### src/rtl/golay24_enc_packer_pkg.sv
// golay24 shared package
// Purpose : phase encoding and width constants shared by the golay24
//           byte-to-word packer and the blocks that consume its output.
// Contents: BYTE_W  - input byte width (8)
//           WORD_W  - encoder information word width (12)
//           phase_t - packer phase (PH0, PH1, PH2, FLUSH)
package golay24_enc_packer_pkg;

  localparam int unsigned BYTE_W = 8;
  localparam int unsigned WORD_W = 12;

  typedef enum logic [1:0] {
    PH0   = 2'd0,
    PH1   = 2'd1,
    PH2   = 2'd2,
    FLUSH = 2'd3
  } phase_t;

endpackage

### src/rtl/golay24_enc_packer.sv
// golay24_enc_packer
// Purpose : packs a byte stream (MSB first) into 12-bit information words for
//           the golay24 encoder. Three bytes make two words; a frame ending on
//           a word boundary mid-byte is zero-padded.
// Ports   : iclk, ireset (async, active-high), iclkena (global clock enable)
//           ival/isop/ieop/itag/idat - byte input, accepted when ival & ordy & iclkena
//           ordy                      - low only during the single FLUSH cycle
//           oval/osop/oeop/otag/odat  - registered word output, no backpressure
//           opad                      - word contains zero padding
//                                       (only with GOLAY24_ENC_PACKER_PADFLAG_EN)
//
// state | meaning
// PH0   | waiting for b0 of a byte triplet
// PH1   | b0 held, waiting for b1
// PH2   | b1[3:0] held, waiting for b2
// FLUSH | frame ended on b1; emit {b1[3:0],8'h0} and refuse input this cycle
module golay24_enc_packer
  import golay24_enc_packer_pkg::*;
#(
  parameter int pTAG_W = 1
) (
  input  logic              iclk,
  input  logic              ireset,
  input  logic              iclkena,
  input  logic              ival,
  input  logic              isop,
  input  logic              ieop,
  input  logic [pTAG_W-1:0] itag,
  input  logic [BYTE_W-1:0] idat,
  output logic              ordy,
  output logic              oval,
  output logic              osop,
  output logic              oeop,
  output logic [pTAG_W-1:0] otag,
  output logic [WORD_W-1:0] odat
`ifdef GOLAY24_ENC_PACKER_PADFLAG_EN
  ,
  output logic              opad
`endif
);

  phase_t              r_ph;
  logic [BYTE_W-1:0]   r_hold;
  logic                r_pend;
  logic                r_rdy;
  logic                r_oval;
  logic                r_osop;
  logic                r_oeop;
  logic [WORD_W-1:0]   r_odat;
  logic [pTAG_W-1:0]   r_otag;
  logic [pTAG_W-1:0]   r_tag_hold;

  logic                w_acc;
  logic                w_ld;
  logic                w_sop;
  logic                w_eop;
  logic [WORD_W-1:0]   w_dat;
  logic [pTAG_W-1:0]   w_tag;
  phase_t              w_ph_nxt;
  logic [BYTE_W-1:0]   w_hold_nxt;
  logic                w_pend_nxt;
  logic                w_rdy_nxt;

  assign w_acc = iclkena & ival & r_rdy;

  always_comb begin
    w_ld       = 1'b0;
    w_sop      = 1'b0;
    w_eop      = 1'b0;
    w_dat      = r_odat;
    w_tag      = r_otag;
    w_ph_nxt   = r_ph;
    w_hold_nxt = r_hold;
    w_pend_nxt = r_pend;
    w_rdy_nxt  = r_rdy;

    if (r_ph == FLUSH) begin
      // trailing half-word of a frame that ended on b1; tag is b1's
      w_ld       = 1'b1;
      w_dat      = {r_hold[3:0], 8'h00};
      w_tag      = r_tag_hold;
      w_eop      = 1'b1;
      w_ph_nxt   = PH0;
      w_rdy_nxt  = 1'b1;
      w_hold_nxt = '0;
    end else if (w_acc) begin
      // a sop byte always restarts as b0, discarding any held bits
      if (isop || (r_ph == PH0)) begin
        if (ieop) begin
          w_ld       = 1'b1;
          w_dat      = {idat, 4'h0};
          w_tag      = itag;
          w_sop      = isop;
          w_eop      = 1'b1;
          w_ph_nxt   = PH0;
          w_pend_nxt = 1'b0;
          w_hold_nxt = '0;
        end else begin
          w_hold_nxt = idat;
          w_pend_nxt = isop;
          w_ph_nxt   = PH1;
        end
      end else if (r_ph == PH1) begin
        w_ld       = 1'b1;
        w_dat      = {r_hold, idat[7:4]};
        w_tag      = itag;
        w_sop      = r_pend;
        w_pend_nxt = 1'b0;
        w_hold_nxt = {4'h0, idat[3:0]};
        if (ieop) begin
          w_ph_nxt  = FLUSH;
          w_rdy_nxt = 1'b0;
        end else begin
          w_ph_nxt  = PH2;
        end
      end else begin
        w_ld       = 1'b1;
        w_dat      = {r_hold[3:0], idat};
        w_tag      = itag;
        w_sop      = r_pend;
        w_eop      = ieop;
        w_pend_nxt = 1'b0;
        w_ph_nxt   = PH0;
        w_hold_nxt = '0;
      end
    end
  end

  always_ff @(posedge iclk or posedge ireset) begin
    if (ireset) begin
      r_ph   <= PH0;
      r_hold <= '0;
      r_pend <= 1'b0;
      r_rdy  <= 1'b1;
      r_oval <= 1'b0;
      r_osop <= 1'b0;
      r_oeop <= 1'b0;
    end else if (iclkena) begin
      r_ph   <= w_ph_nxt;
      r_hold <= w_hold_nxt;
      r_pend <= w_pend_nxt;
      r_rdy  <= w_rdy_nxt;
      r_oval <= w_ld;
      r_osop <= w_sop;
      r_oeop <= w_eop;
    end
  end

  // word payload and tags are qualified by oval, so they need no reset
  always_ff @(posedge iclk) begin
    if (iclkena && w_ld) begin
      r_odat <= w_dat;
      r_otag <= w_tag;
    end
    if (w_acc && (r_ph == PH1) && !isop) begin
      r_tag_hold <= itag;
    end
  end

`ifdef GOLAY24_ENC_PACKER_PADFLAG_EN
  logic w_pad;
  logic r_opad;

  // padded words: the FLUSH word and any word emitted from a lone b0 with eop
  assign w_pad = (r_ph == FLUSH) || (w_acc && ieop && (isop || (r_ph == PH0)));

  always_ff @(posedge iclk or posedge ireset) begin
    if (ireset) begin
      r_opad <= 1'b0;
    end else if (iclkena) begin
      r_opad <= w_pad;
    end
  end

  assign opad = r_opad;
`endif

  assign ordy = r_rdy;
  assign oval = r_oval;
  assign osop = r_osop;
  assign oeop = r_oeop;
  assign odat = r_odat;
  assign otag = r_otag;

endmodule

### config.mk
export PLATFORM = sky130hd
export DESIGN_NAME = golay24_enc_packer
export DESIGN_NICKNAME = d
export VERILOG_FILES = /design/src/rtl/golay24_enc_packer_pkg.sv /design/src/rtl/golay24_enc_packer.sv
export SDC_FILE = /design/constraint.sdc
export NUM_CORES = 1
export LEC_CHECK = 0
export CAP_MARGIN = 25
export CORE_ASPECT_RATIO = 0.75
export CORE_MARGIN = 3
export CORE_UTILIZATION = 54
export DETAILED_ROUTE_END_ITERATION = 12
export PLACE_DENSITY = 0.85
export SLEW_MARGIN = 20
export SYNTH_ARGS = -nofsm -noshare
export SYNTH_HDL_FRONTEND = slang
export SYNTH_SLANG_ARGS = --single-unit
### constraint.sdc
create_clock -name iclk -period 4.47 [get_ports iclk]
set_input_delay 1.1175 -clock iclk [delete_from_list [all_inputs] [get_ports iclk]]
set_output_delay 1.1175 -clock iclk [all_outputs]
set_load 0.01 [all_outputs]
After elaboration in Yosys (flattened, before gate mapping)
Cells that the tools add are included.
{ "op_classes": {"n_eq_ne": 4, "muxes": 39, "n_bitwise": 3, "n_reduce_logical": 13} }
{ "op_table": {"columns": ["cell", "count"], "rows": [
  ["$mux W12", 5],
  ["$mux W8", 4],
  ["$mux W1", 25],
  ["$mux W2", 4],
  ["$reduce_and A3 Y1", 2],
  ["$reduce_bool A2 Y1", 3],
  ["$reduce_and A5 Y1", 1],
  ["$mux W4", 1],
  ["$logic_and A1 B1 Y1", 3],
  ["$ne A3 B3 Y1 const B", 1],
  ["$and A1 B1 Y1", 2],
  ["$eq A2 B1 Y1 const B", 1],
  ["$eq A2 B2 Y1 const B", 1],
  ["$logic_not A2 Y1", 1],
  ["$ne A2 B2 Y1 const B", 1],
  ["$reduce_and A2 Y1", 1],
  ["$logic_not A1 Y1", 1],
  ["$logic_or A1 B1 Y1", 1],
  ["$not A1 Y1", 1]
]} }
{ "totals": {"reg_bits": 29, "input_bits": 15, "output_inout_bits": 17} }

Depth between registers and ports, before layout
{ "depth": {"depth_word": 7, "depth_mapped": 5} }

Worst setup path before layout
No wires, ideal clock.
{ "synth_path": {"path_kind": "input to register", "startpoint": "input port isop", "endpoint": "register r_odat[0], in the netlist odat[0] (enable)", "setup_time_ns": 0.382, "cell_stages": 4, "slack_ns": 1.858, "t_required_ns": 4.088, "path_buffers": 1, "t_arrival_ns": 2.229, "path_cell_list": "buf_2 > o21ba_2 > nor3_1 > nor2_1"} }
{ "synth_between": {"elab_chain_len": 6, "word_cells_on_any_way": 7, "classes_between": "1 x eq/ne; 3 x mux; 3 x reduce/logical"} }
{ "synth_lines": {"columns": ["item", "line_no", "text"], "rows": [
  ["from (decl)", "golay24_enc_packer.sv:26", "input logic isop,"],
  ["$logic_or A1 B1 Y1 (*)", "golay24_enc_packer.sv:88", "if (isop || (r_ph == PH0)) begin"],
  ["$mux W1", "golay24_enc_packer.sv:88", null],
  ["$mux W1", "golay24_enc_packer.sv:86", "end else if (w_acc) begin"],
  ["$mux W1", "golay24_enc_packer.sv:77", "if (r_ph == FLUSH) begin"],
  ["$logic_and A1 B1 Y1", "golay24_enc_packer.sv:151", "if (iclkena && w_ld) begin"],
  ["$reduce_and A3 Y1 (no line) (*)", null, null],
  ["to (signal assigned)", "golay24_enc_packer.sv:152", "r_odat <= w_dat;"],
  ["to (decl)", "golay24_enc_packer.sv:49", "logic [WORD_W-1:0] r_odat;"]
]} }
Every way passes the cells marked *; elsewhere a longest branch is shown, timed or not.
A chain may end at the register's enable or synchronous reset.

Final worst setup path
{ "layout_path": {"startpoint": "input port isop", "endpoint": "register r_odat[9], in the netlist odat[9], data pin"} }
{ "layout_between": {"elab_chain_len": 4} }
{ "layout_lines": {"columns": ["item", "line_no", "text"], "rows": [
  ["$logic_or A1 B1 Y1", "golay24_enc_packer.sv:88", null],
  ["$mux W12", "golay24_enc_packer.sv:88", null],
  ["$mux W12", "golay24_enc_packer.sv:86", null],
  ["$mux W12", "golay24_enc_packer.sv:77", null],
  ["named net w_dat[9]", "golay24_enc_packer.sv:57", "logic [WORD_W-1:0] w_dat;"]
]} }
The timed path passes the listed nets, and every way through them passes these cells. The select of a mux whose other input is x is not followed.

==> out/qor.yml <==
outcome:
  outcome: "finished clean"
global_routing:
  grt_pass1_wl_mm: 5.858
  grtUsageTotal_pct: 23.65
  grt_pass1_vias: 1138
  overflow: 0
  grt_max_degree: 26
  antenna_found_initial: 0
synth:
  synth_top_area_cell: "edfxtp_1"
  avgSynthCellArea_sq_um: 11.05
  synthCells: 135
  synth_common_cells: "14 x dfrtp_1, 14 x edfxtp_1, 12 x nor2_1"
  synth_warnings: 0
  synth_seq_cells: 29
  synth_top_area_share_pct: 28.19
  async_reset_ff_share_pct: 51.72
  yosys-top-cells-area: "edfxtp_1 28%, dfrtp_1 23%, a22o_1 4.7%"
  synth_cell_types: 36
  netlist_area_sq_um: 1491
  synth_edf_count: 14
  synth.net_count: 150
  ys_seq_area_share_pct: 53.44
  synth_flop_cell: "edfxtp_1"
run:
  drv_cap: 0
worst_setup_path:
  crit_type: "in2reg"
  path_cells: "clkdlybuf4s50_1 -> buf_4 -> and2b_1 -> o21ai_0 -> a221oi_1"
  arrival_ps: 2750
  reg2regPathDepth: 3
  r2r-start: "r_ph[1]"
  crit_family: "buffers and inverters"
  cp_data_required_time_ps: 4470
  slowest_delay_ps: 490
  critPathCaptureType: "flip-flop"
  rrSetupSlack_ps: 2490
  critPathBufInv: 2
  reg2reg_to: "odat[9]"
  worstSetupStartpointType: "input pin"
  worstPathMaxFanout: 22
  slowest_stage: "o21ai_0"
timing:
  worstMarginPinSlew_ps: 740.5
  rsz0062_at_grt: "no"
  skew_ps: 4.202
  period_share_pct: 61.53
  slew_headroom_pct: 50.63
  finalHoldViolCount: 0
  finalSetupViolCount: 0
  slew_viol_final: 0
  setup-tns-final_ps: 0
  final.min_clock_period_ps: 2750
  clock.fmax_mhz: 363.6
clocking:
  cts_resized: 0
  clock_latency_ps: 280
  cts_setup_buffers: 0
  cts-buffers-inserted: 5
  cts_buffer_depth: 2
  clk_pin_slew_worst_paths_ps: 60
  htreeDepth: 2
  cts-root-buf: "clkbuf_8"
  cts_tree: "yes"
  clkSinkCount: 29
  hold_buffers: 0
die:
  dieArea_sq_um: 3435
  start_util_pct: 60.66
  rows: 15
  die_w_um: 66.69
  core_area_sq_um: 2459
  die_h_um: 51.51
  num_io_pins: 32
placed_design:
  post-dp-hpwl_mm: 2.359
  numPortBuffers: 31
  place_congestion: 0.8241
power_and_ir_drop:
  power_density_nw_per_um2: 280.7
  total_power_w: 0.0005271
  ir_drop_mv: 0.2424
  p_leak_nw: 0.7143
final_layout:
  ff_latch_area_sq_um: 797.0
  multiInputGateArea_sq_um: 604.3
  syn_to_final_growth_pct: 25.92
  drive_gt1_share_pct: 9.697
  fillers: 171
  final_core_util_pct: 76.39
  nNetsFinal: 179
  antenna_cells: 0
routing:
  drtIter0Drc: 126
  ant_nets: 0
  routed_via_density: 6.080
  drt_drc_violations_left: 0
  drt_pass1_iterations: 4
  routed-via-count: 1210
  post_drt_wl_per_cell_um: 17.32
  wirelength_mm: 3.446
worst_hold_path:
  min-delay-start: "ordy"
  hold_end: "ordy"
  hp-class: "reg2reg"
  holdPathStages: 2
registers in the layout (all words and copies together), names as in the netlist:
register / count
osop: 1
ordy: 1
oval: 1
r_pend: 1
oeop: 1
r_ph: 2
otag: 1
r_tag_hold: 1
odat: 12
r_hold: 8
worst max-delay path by stage:
stage	startpoint	to	slack (ps)	cells after the start
6_report	isop	odat[9]	1720	5
3_3_place_gp	isop	odat[8]	1570	5
5_1_grt	isop	odat[11]	1650	5
4_1_cts	isop	odat[9]	1770	5
2_1_floorplan	isop	odat[0]	1860	4
3_5_place_dp	isop	odat[8]	1480	5
kinds of logic (layout without fill, tap and decap cells):
| kind of cell | after synthesis | after routing | synth area share (%) |
|---|---|---|---|
| DFF | 29 | 29 | 53.44 |
| and+or+nand+nor | 36 | 36 | 13.42 |
| muxes | 1 | 1 | 0.7550 |
| buffers and inverters | 18 | 48 | 6.040 |
| AOI/OAI and AO/OA | 51 | 51 | 26.34 |
tightest hold or removal path, cell delays in order (launching register included):
cell and delay (ps):
dfstp_2 380, o31ai_1 60, nand2_1 50
final cells by class:
type | count | share of cell area, %
well taps | 34 | 2.265
inverters | 7 | 1.399
clock inverters | 2 | 0.5330
multi-input cells | 88 | 32.18
clock buffers | 6 | 3.864
repair buffers | 33 | 17.32
flip-flops and latches | 29 | 42.44
report_power, final:
part | switching (W) | internal [W] | total [W]
sequential | 0.000000613 | 0.000281 | 0.000281
clock | 0.0000990 | 0.000108 | 0.000206
combinational | 0.0000191 | 0.0000202 | 0.0000392
total | 0.000119 | 0.000408 | 0.000527
through the flow:
step	cells	cell area, sq um	worst slack (ps)	hold slack (ps)
floorplan	135	1491	1858	467.3
global placement	191	1795	1570	484.1
detailed placement	191	1795	1475	485.6
CTS	199	1878	1774	491.7
global route	199	1878	1651	524.6
finish	199	1878	1720	490.3
placed cells by master (no fill, tap or decap), drive strengths merged, types with 3 or more instances in the layout:
cell | synthesis | layout
nor2 | 12 | 12
nand2 | 4 | 4
clkdlybuf4s50 | 0 | 31
o31ai | 6 | 6
inv | 7 | 7
a22o | 8 | 8
nand2b | 8 | 8
nor2b | 3 | 3
edfxtp | 14 | 14
o21bai | 4 | 4
o21ai | 8 | 8
a22oi | 4 | 4
o22ai | 5 | 5
a221oi | 4 | 4
clkbuf | 4 | 6
a21oi | 5 | 5
dfrtp | 14 | 14
metal layers:
layer / wire length [um] / vias up / GRT usage (%)
met5: 0 / - / 0
met1: 1490 / 590 / 32.67
li1: - / 563 / -
met2: 1610 / 52 / 34.21
met3: 291 / 5 / 7.127
met4: 53 / 0 / 10.81
No activity file was read; power rests on OpenSTA's default activity.
